## src/rtl/quad_encoder_gen_pkg.sv

```systemverilog
// Shared definitions for the quadrature encoder emulator: phase codes,
// controller states and the shortest allowed step period.
package quad_encoder_gen_pkg;

  // Phase codes are {enc_a, enc_b}; forward order is 00 -> 10 -> 11 -> 01
  localparam logic [1:0] PH_00 = 2'b00;
  localparam logic [1:0] PH_10 = 2'b10;
  localparam logic [1:0] PH_11 = 2'b11;
  localparam logic [1:0] PH_01 = 2'b01;

  // Step periods below this value are raised to it so the timer always has a
  // nonzero reload and each phase lasts at least two clocks
  localparam int MIN_STEP = 2;

  typedef enum logic {
    IDLE = 1'b0,
    RUN  = 1'b1
  } state_t;

  // One quadrature step in the requested direction; reverse walks the same
  // ring backwards, so exactly one channel changes per step
  function automatic logic [1:0] next_phase(input logic [1:0] ph, input logic fwd);
    logic [1:0] nxt;
    nxt = PH_00;
    case (ph)
      PH_00:   nxt = fwd ? PH_10 : PH_01;
      PH_10:   nxt = fwd ? PH_11 : PH_00;
      PH_11:   nxt = fwd ? PH_01 : PH_10;
      default: nxt = fwd ? PH_00 : PH_11;
    endcase
    return nxt;
  endfunction

endpackage

```

## src/rtl/quad_step_timer.sv

```systemverilog
// Loadable down-counter that ticks when it reaches zero and then reloads
// itself with the value captured at the last load.
module quad_step_timer #(
  parameter int W = 16
) (
  input  logic         clk_sys,
  input  logic         rst,
  input  logic         load,
  input  logic         enable,
  input  logic [W-1:0] load_value,
  output logic         tick
);

  logic [W-1:0] count;
  logic [W-1:0] reload;

  // Count down while enabled; zero is the tick cycle, after which the
  // stored period is restored for the next step
  always_ff @(posedge clk_sys) begin
    if (rst) begin
      count  <= '0;
      reload <= '0;
    end else if (load) begin
      count  <= load_value;
      reload <= load_value;
    end else if (enable) begin
      if (count == '0) begin
        count <= reload;
      end else begin
        count <= count - W'(1);
      end
    end
  end

  assign tick = enable && (count == '0);

endmodule

```

## src/rtl/quad_encoder_gen.sv

```systemverilog
// Quadrature encoder emulator: emits A/B steps at a programmed period and
// direction, for a fixed count or until stopped, and tracks signed position.
module quad_encoder_gen
  import quad_encoder_gen_pkg::*;
#(
  parameter int STEP_W = 16,
  parameter int POS_W  = 16
) (
  input  logic              clk_sys,
  input  logic              rst,
  input  logic              start,
  input  logic              stop,
  input  logic              dir,
  input  logic [STEP_W-1:0] step_cycles,
  input  logic [STEP_W-1:0] num_steps,
  output logic              enc_a,
  output logic              enc_b,
  output logic              busy,
  output logic              done,
  output logic [POS_W-1:0]  position
);

  state_t            state;
  logic [1:0]        phase;
  logic              dir_q;
  logic [STEP_W-1:0] num_q;
  logic [STEP_W-1:0] steps_done;
  logic [STEP_W-1:0] steps_next;
  logic [STEP_W-1:0] step_clamped;
  logic              launch;
  logic              tick;

  // A run begins only from IDLE and only when stop is not also requested
  assign launch       = (state == IDLE) && start && !stop;
  assign step_clamped = (step_cycles < STEP_W'(MIN_STEP)) ? STEP_W'(MIN_STEP) : step_cycles;
  assign steps_next   = (steps_done == '1) ? steps_done : steps_done + STEP_W'(1);

  quad_step_timer #(
    .W (STEP_W)
  ) u_timer (
    .clk_sys    (clk_sys),
    .rst        (rst),
    .load       (launch),
    .enable     (state == RUN),
    .load_value (step_clamped - STEP_W'(1)),
    .tick       (tick)
  );

  // Run controller: stop wins over a coincident step, and the last counted
  // step drops busy on the same edge that moves the outputs
  always_ff @(posedge clk_sys) begin
    if (rst) begin
      state      <= IDLE;
      phase      <= PH_00;
      position   <= '0;
      steps_done <= '0;
      num_q      <= '0;
      dir_q      <= 1'b0;
      busy       <= 1'b0;
      done       <= 1'b0;
    end else begin
      done <= 1'b0;
      case (state)
        IDLE: begin
          if (launch) begin
            state      <= RUN;
            busy       <= 1'b1;
            dir_q      <= dir;
            num_q      <= num_steps;
            steps_done <= '0;
          end
        end
        RUN: begin
          if (stop) begin
            state <= IDLE;
            busy  <= 1'b0;
            done  <= 1'b1;
          end else if (tick) begin
            phase      <= next_phase(phase, dir_q);
            position   <= dir_q ? position + POS_W'(1) : position - POS_W'(1);
            steps_done <= steps_next;
            if ((num_q != '0) && (steps_next == num_q)) begin
              state <= IDLE;
              busy  <= 1'b0;
              done  <= 1'b1;
            end
          end
        end
        default: state <= IDLE;
      endcase
    end
  end

  assign enc_a = phase[1];
  assign enc_b = phase[0];

endmodule

```

## config.mk

```make
export PLATFORM = sky130hd
export DESIGN_NAME = quad_encoder_gen
export DESIGN_NICKNAME = d
export VERILOG_FILES = /design/src/rtl/quad_encoder_gen_pkg.sv /design/src/rtl/quad_step_timer.sv /design/src/rtl/quad_encoder_gen.sv
export SDC_FILE = /design/constraint.sdc
export NUM_CORES = 1
export LEC_CHECK = 0
export BUFFER_PORTS_ARGS = -buffer_cell sky130_fd_sc_hd__buf_2
export CELL_PAD_IN_SITES_DETAIL_PLACEMENT = 1
export CELL_PAD_IN_SITES_GLOBAL_PLACEMENT = 1
export CORE_UTILIZATION = 44
export CTS_CLUSTER_SIZE = 25
export DETAILED_ROUTE_END_ITERATION = 7
export PLACE_DENSITY = 0.91
export SLEW_MARGIN = 20
export SYNTH_ARGS = -nofsm -noshare
export SYNTH_HDL_FRONTEND = slang
export SYNTH_HIERARCHICAL = 1
export SYNTH_SLANG_ARGS = --single-unit
```

## constraint.sdc

```tcl
create_clock -name clk_sys -period 4.22 [get_ports clk_sys]
set_input_delay 0.422 -clock clk_sys [delete_from_list [all_inputs] [get_ports clk_sys]]
set_output_delay 0.422 -clock clk_sys [all_outputs]
set_load 0.005 [all_outputs]
```

==> results by stage <==
Global route:
- The pin count of the biggest net entering global routing is 37.
- The first-pass GRT wire length is 29400 um.
- For this run the aggregate overflow at the end of global routing stands at 0.
- The number of antenna violations at the first check in global routing is 0.
- Global routing used 28.6% of the available tracks across all layers.
- The number of global-route vias before repair is 5796.

Power:
- For this design the static power due to leakage is 2.37 nW.
- The relative contribution of sequential cells to total power is 41.7%.
- Of the total power, the share spent switching nets is 29.7%.
- The switching component of the power is 0.630 mW.
- The internal portion of total power is 1.49 mW.
- The total power per unit cell area is 335 nW/um^2.
- The part of the total power dissipated in the clock network is 38.9%.
- The part of the power in combinational logic is 19.4%.
- IR analysis of the VDD net gives a maximum drop of 169 uV.

STA:
- Setup violations remaining at the end of the flow were counted as 0.
- The final number of hold-violating endpoints is 0.
- Based on the critical path, the design can be clocked at up to 277 MHz.
- The worst clock skew is 0.00592 ns.
- The worst pin sits at a relative slew slack of 44.5%.
- The final clock period utilization by the worst path is 85.4%.
- The final max-slew violation count is 0.
- Setup repair after global routing left no endpoint under its margin.
- The clock period could shrink to 3.60 ns.
- The final sum of negative setup slack is 0 ns.
- The pin slew with the least headroom to its limit is 0.826 ns.
- The final worst hold slack is 0.310 ns.

Synthesis:
- The predominant post-synthesis flop cell is dfxtp_1.
- The post-synth net total is 777.
- The dominant combinational cell family by area after synthesis is simple AND/OR/NAND/NOR gates.
- The adder-cell share of the synthesized area is 4.34%.
- The netlist uses 76 different library cells.
- After synthesis, the share of cell area in mux cells is 4.10%.
- Of the total synthesized cell area, the portion taken by XOR and XNOR cells is 7.76%.
- Averaged over all synthesized cells, the footprint is 7.83 um^2.
- The sequential-to-total area share from yosys stat is 30.5%.
- In this run, synthesis inferred 0 flip-flops with an integrated enable.
- The count of state elements after synthesis is 86.
- The basic-gate share of the synthesized area counting and, or, nand and nor cells is 27.8%.
- The synthesized instance count is 721.
- The post-synthesis compound-gate area fraction is 20.9%.
- During synthesis, Yosys emitted a total of 6 warnings.
- The cell area after synthesis is 5640 um^2.
- In the synthesized netlist the async set-or-reset flop fraction comes to 0%.

Clocking:
- The count of cells resized by post-cts repair is 0.
- The post-CTS clock slew at the launch and capture registers of the worst setup and hold paths is 0.06 ns.
- The clock tree from TritonCTS is built.
- The total of hold buffers inserted after clock tree synthesis is 0.
- The insertion delay to the later sink of the worst-skew pair is 0.35 ns.
- The TritonCTS sink count is 86.
- The number of clock buffers inserted by TritonCTS is 9.
- The number of levels in the clock H-tree is 3.
- The clock root buffer is clkbuf_16.
- The clock passes through at most 2 buffers.
- The number of buffers added for setup after CTS is 0.

Final layout:
- The most common cell after layout, fill and taps aside is nand2_1.
- The post-synthesis to final-layout area growth is 12.3%.
- The share of the core filled with cells in the final layout is 50.4%.
- The final non-filler cell total is 932.
- In the layout the commonest cells are nand2_1, dfxtp_1, nor2_1, a21oi_1, buf_2.
- The post-layout net count is 811.
- The number of antenna diodes in the final layout is 0.
- The count of filler cells inserted in the layout is 1547.
- The fraction of layout cells with a size suffix above 1 is 13.3%.

Drt:
- Once detail routing completed, the nets flagged for antenna violations numbered 0.
- The first-pass iteration count of the detailed router is 7.
- Across all layers, the routed design uses 5682 vias.
- The DRC marker count from the first detailed-route iteration is 279.
- The number of vias per cell after detailed routing is 6.10.
- For this run, design rule violations remaining after detail routing come to 0.
- The post-detailed-route wirelength per cell is 19.8 um.
- The overall routed net length is 18400 um.

Worst setup path:
- Counting cells, the worst reg-to-reg path comes to 11.
- The data required time at the worst endpoint is 4.46 ns.
- By startpoint and endpoint, the worst setup path is classified as reg2reg.
- The setup slack on the worst flop-to-flop path is 0.62 ns.
- The worst-path maximum fanout is 27.
- STA classifies the critical path startpoint as a flip-flop.
- Data on the critical path arrives at its endpoint at 3.84 ns.
- STA classifies the critical path endpoint as a flip-flop.

Min path:
- The number of cells on the worst hold path is 3.
- The worst hold path belongs to the class in2reg.

Floorplan:
- Once the floorplan was initialized, standard cells occupied 44.9% of the core.
- The total die area is 13300 um^2.
- The boundary pin count is 57.
- The overall die height is 115 um.
- The die is 115 um wide.
- The total number of placement rows is 41.
- The region available for standard cell placement spans 12600 um^2.

Placement:
- The port buffer count is 56.
- The total placed cells including tap cells is 916.
- Once detailed placement completed, the half-perimeter wirelength came to 13200 um.
- The routability congestion estimate is 0.964.

Job:
- The number of maximum-capacitance violations is 0.

Run status:
- The flow ran to the end, and the final reports show no timing, DRC or antenna violations.
-- state kept, by name, summed over array words and instances, names as in the netlist --
| register | flops |
|---|---|
| busy | 1 |
| dir_q | 1 |
| done | 1 |
| num_q | 16 |
| phase | 2 |
| position | 16 |
| state | 1 |
| steps_done | 16 |
| u_timer/count | 16 |
| u_timer/reload | 16 |
-- stage by stage --
step / setup WS [ns] / power (mW) / area [um^2]
final: 0.616 / 2.12 / 6340
after global routing: 0.507 / 2.21 / 6340
after CTS: 0.684 / 2.13 / 6340
after detailed placement: 0.736 / 1.30 / 6040
after global placement: 0.917 / 1.28 / 6040
after floorplan: 1.15 / 1.19 / 5640
-- cells by family (layout without fill, tap and decap cells) --
logic type	after synthesis	in the layout
AND/OR/NAND/NOR	309	309
AO/OA/AOI/OAI	173	173
flip-flops	86	86
buffers and inverters	61	100
XOR/XNOR	50	50
multiplexers	23	23
adder cells (fa/ha/maj)	19	19
-- worst max-delay path: stages, from the launching register on --
cell     delay, ns
dfxtp_1       0.38
or4_1         0.78
or4_1         0.59
buf_4         0.22
nor2_1        0.18
inv_1         0.11
nor3b_2       0.47
buf_12        0.24
and4_1        0.23
nand3_1       0.09
o21ai_0       0.11
nor2_1        0.07
-- routing by layer --
metal  up-vias  GRT usage, %  part of all wire, %
li1       2705             -                    -
met1      2787          34.6                   44
met2       143          49.7                   49
met3        47          4.59                  3.7
met4         0          13.5                  3.3
met5         -             0                    0
-- synthesized netlist by cell type, types with 3 or more instances --
master | count | area [um^2]
and3_1 | 6 | 37.5
buf_2 | 10 | 50.1
a22oi_1 | 9 | 67.6
nor3_1 | 34 | 170
o41ai_1 | 3 | 26.3
nand4_1 | 8 | 50.1
a31oi_1 | 6 | 37.5
nand2_1 | 97 | 364
or2_2 | 4 | 25.0
ha_1 | 18 | 225
o2111ai_1 | 4 | 35.0
a21oi_1 | 61 | 305
o21a_1 | 3 | 22.5
clkbuf_1 | 25 | 93.8
and2_1 | 5 | 31.3
o22ai_1 | 4 | 25.0
buf_1 | 4 | 15.0
xnor2_1 | 29 | 254
mux2i_1 | 22 | 220
inv_1 | 19 | 71.3
nor2_1 | 64 | 240
dfxtp_1 | 86 | 1720
nand3_1 | 19 | 95.1
and4_1 | 8 | 70.1
a21o_1 | 5 | 37.5
or4_1 | 4 | 30.0
o31a_1 | 5 | 43.8
o221ai_1 | 4 | 35.0
xor2_1 | 21 | 184
o21ai_0 | 20 | 100
nor3b_1 | 5 | 37.5
a211oi_1 | 12 | 90.1
a311oi_1 | 4 | 35.0
o211ai_1 | 3 | 22.5
or3_1 | 9 | 56.3
nand2b_1 | 5 | 31.3
nand3b_1 | 5 | 37.5
nand4b_1 | 3 | 26.3
nor2b_1 | 4 | 25.0
o32ai_1 | 4 | 35.0
nor4_1 | 16 | 100
-- power groups by stage --
stage	registers [mW]	logic [mW]	clock network, mW
3_5_place_dp	0.902	0.399	0
2_1_floorplan	0.883	0.302	0
4_1_cts	0.885	0.407	0.838
5_1_grt	0.890	0.446	0.875
6_report	0.886	0.412	0.826
3_3_place_gp	0.901	0.382	0
-- layout make-up --
class | instances | area [um^2] | share of cell area (%)
clock buffer | 12 | 256 | 4.05
tap | 172 | 215 | 3.39
inverter | 19 | 71.3 | 1.12
timing repair buffer | 65 | 360 | 5.68
multi-input combinational | 574 | 3670 | 57.9
clock inverter | 4 | 45.0 | 0.710
sequential | 86 | 1720 | 27.2
-- worst paths after layout --
path	startpoint	to
hold / removal	num_steps[7]	num_q[7]
setup / recovery	u_timer/count[3]	steps_done[6]
hold reg to reg	position[7]	position[7]
setup reg to reg	u_timer/count[3]	steps_done[6]
No activity file was read; power rests on OpenSTA's default activity.
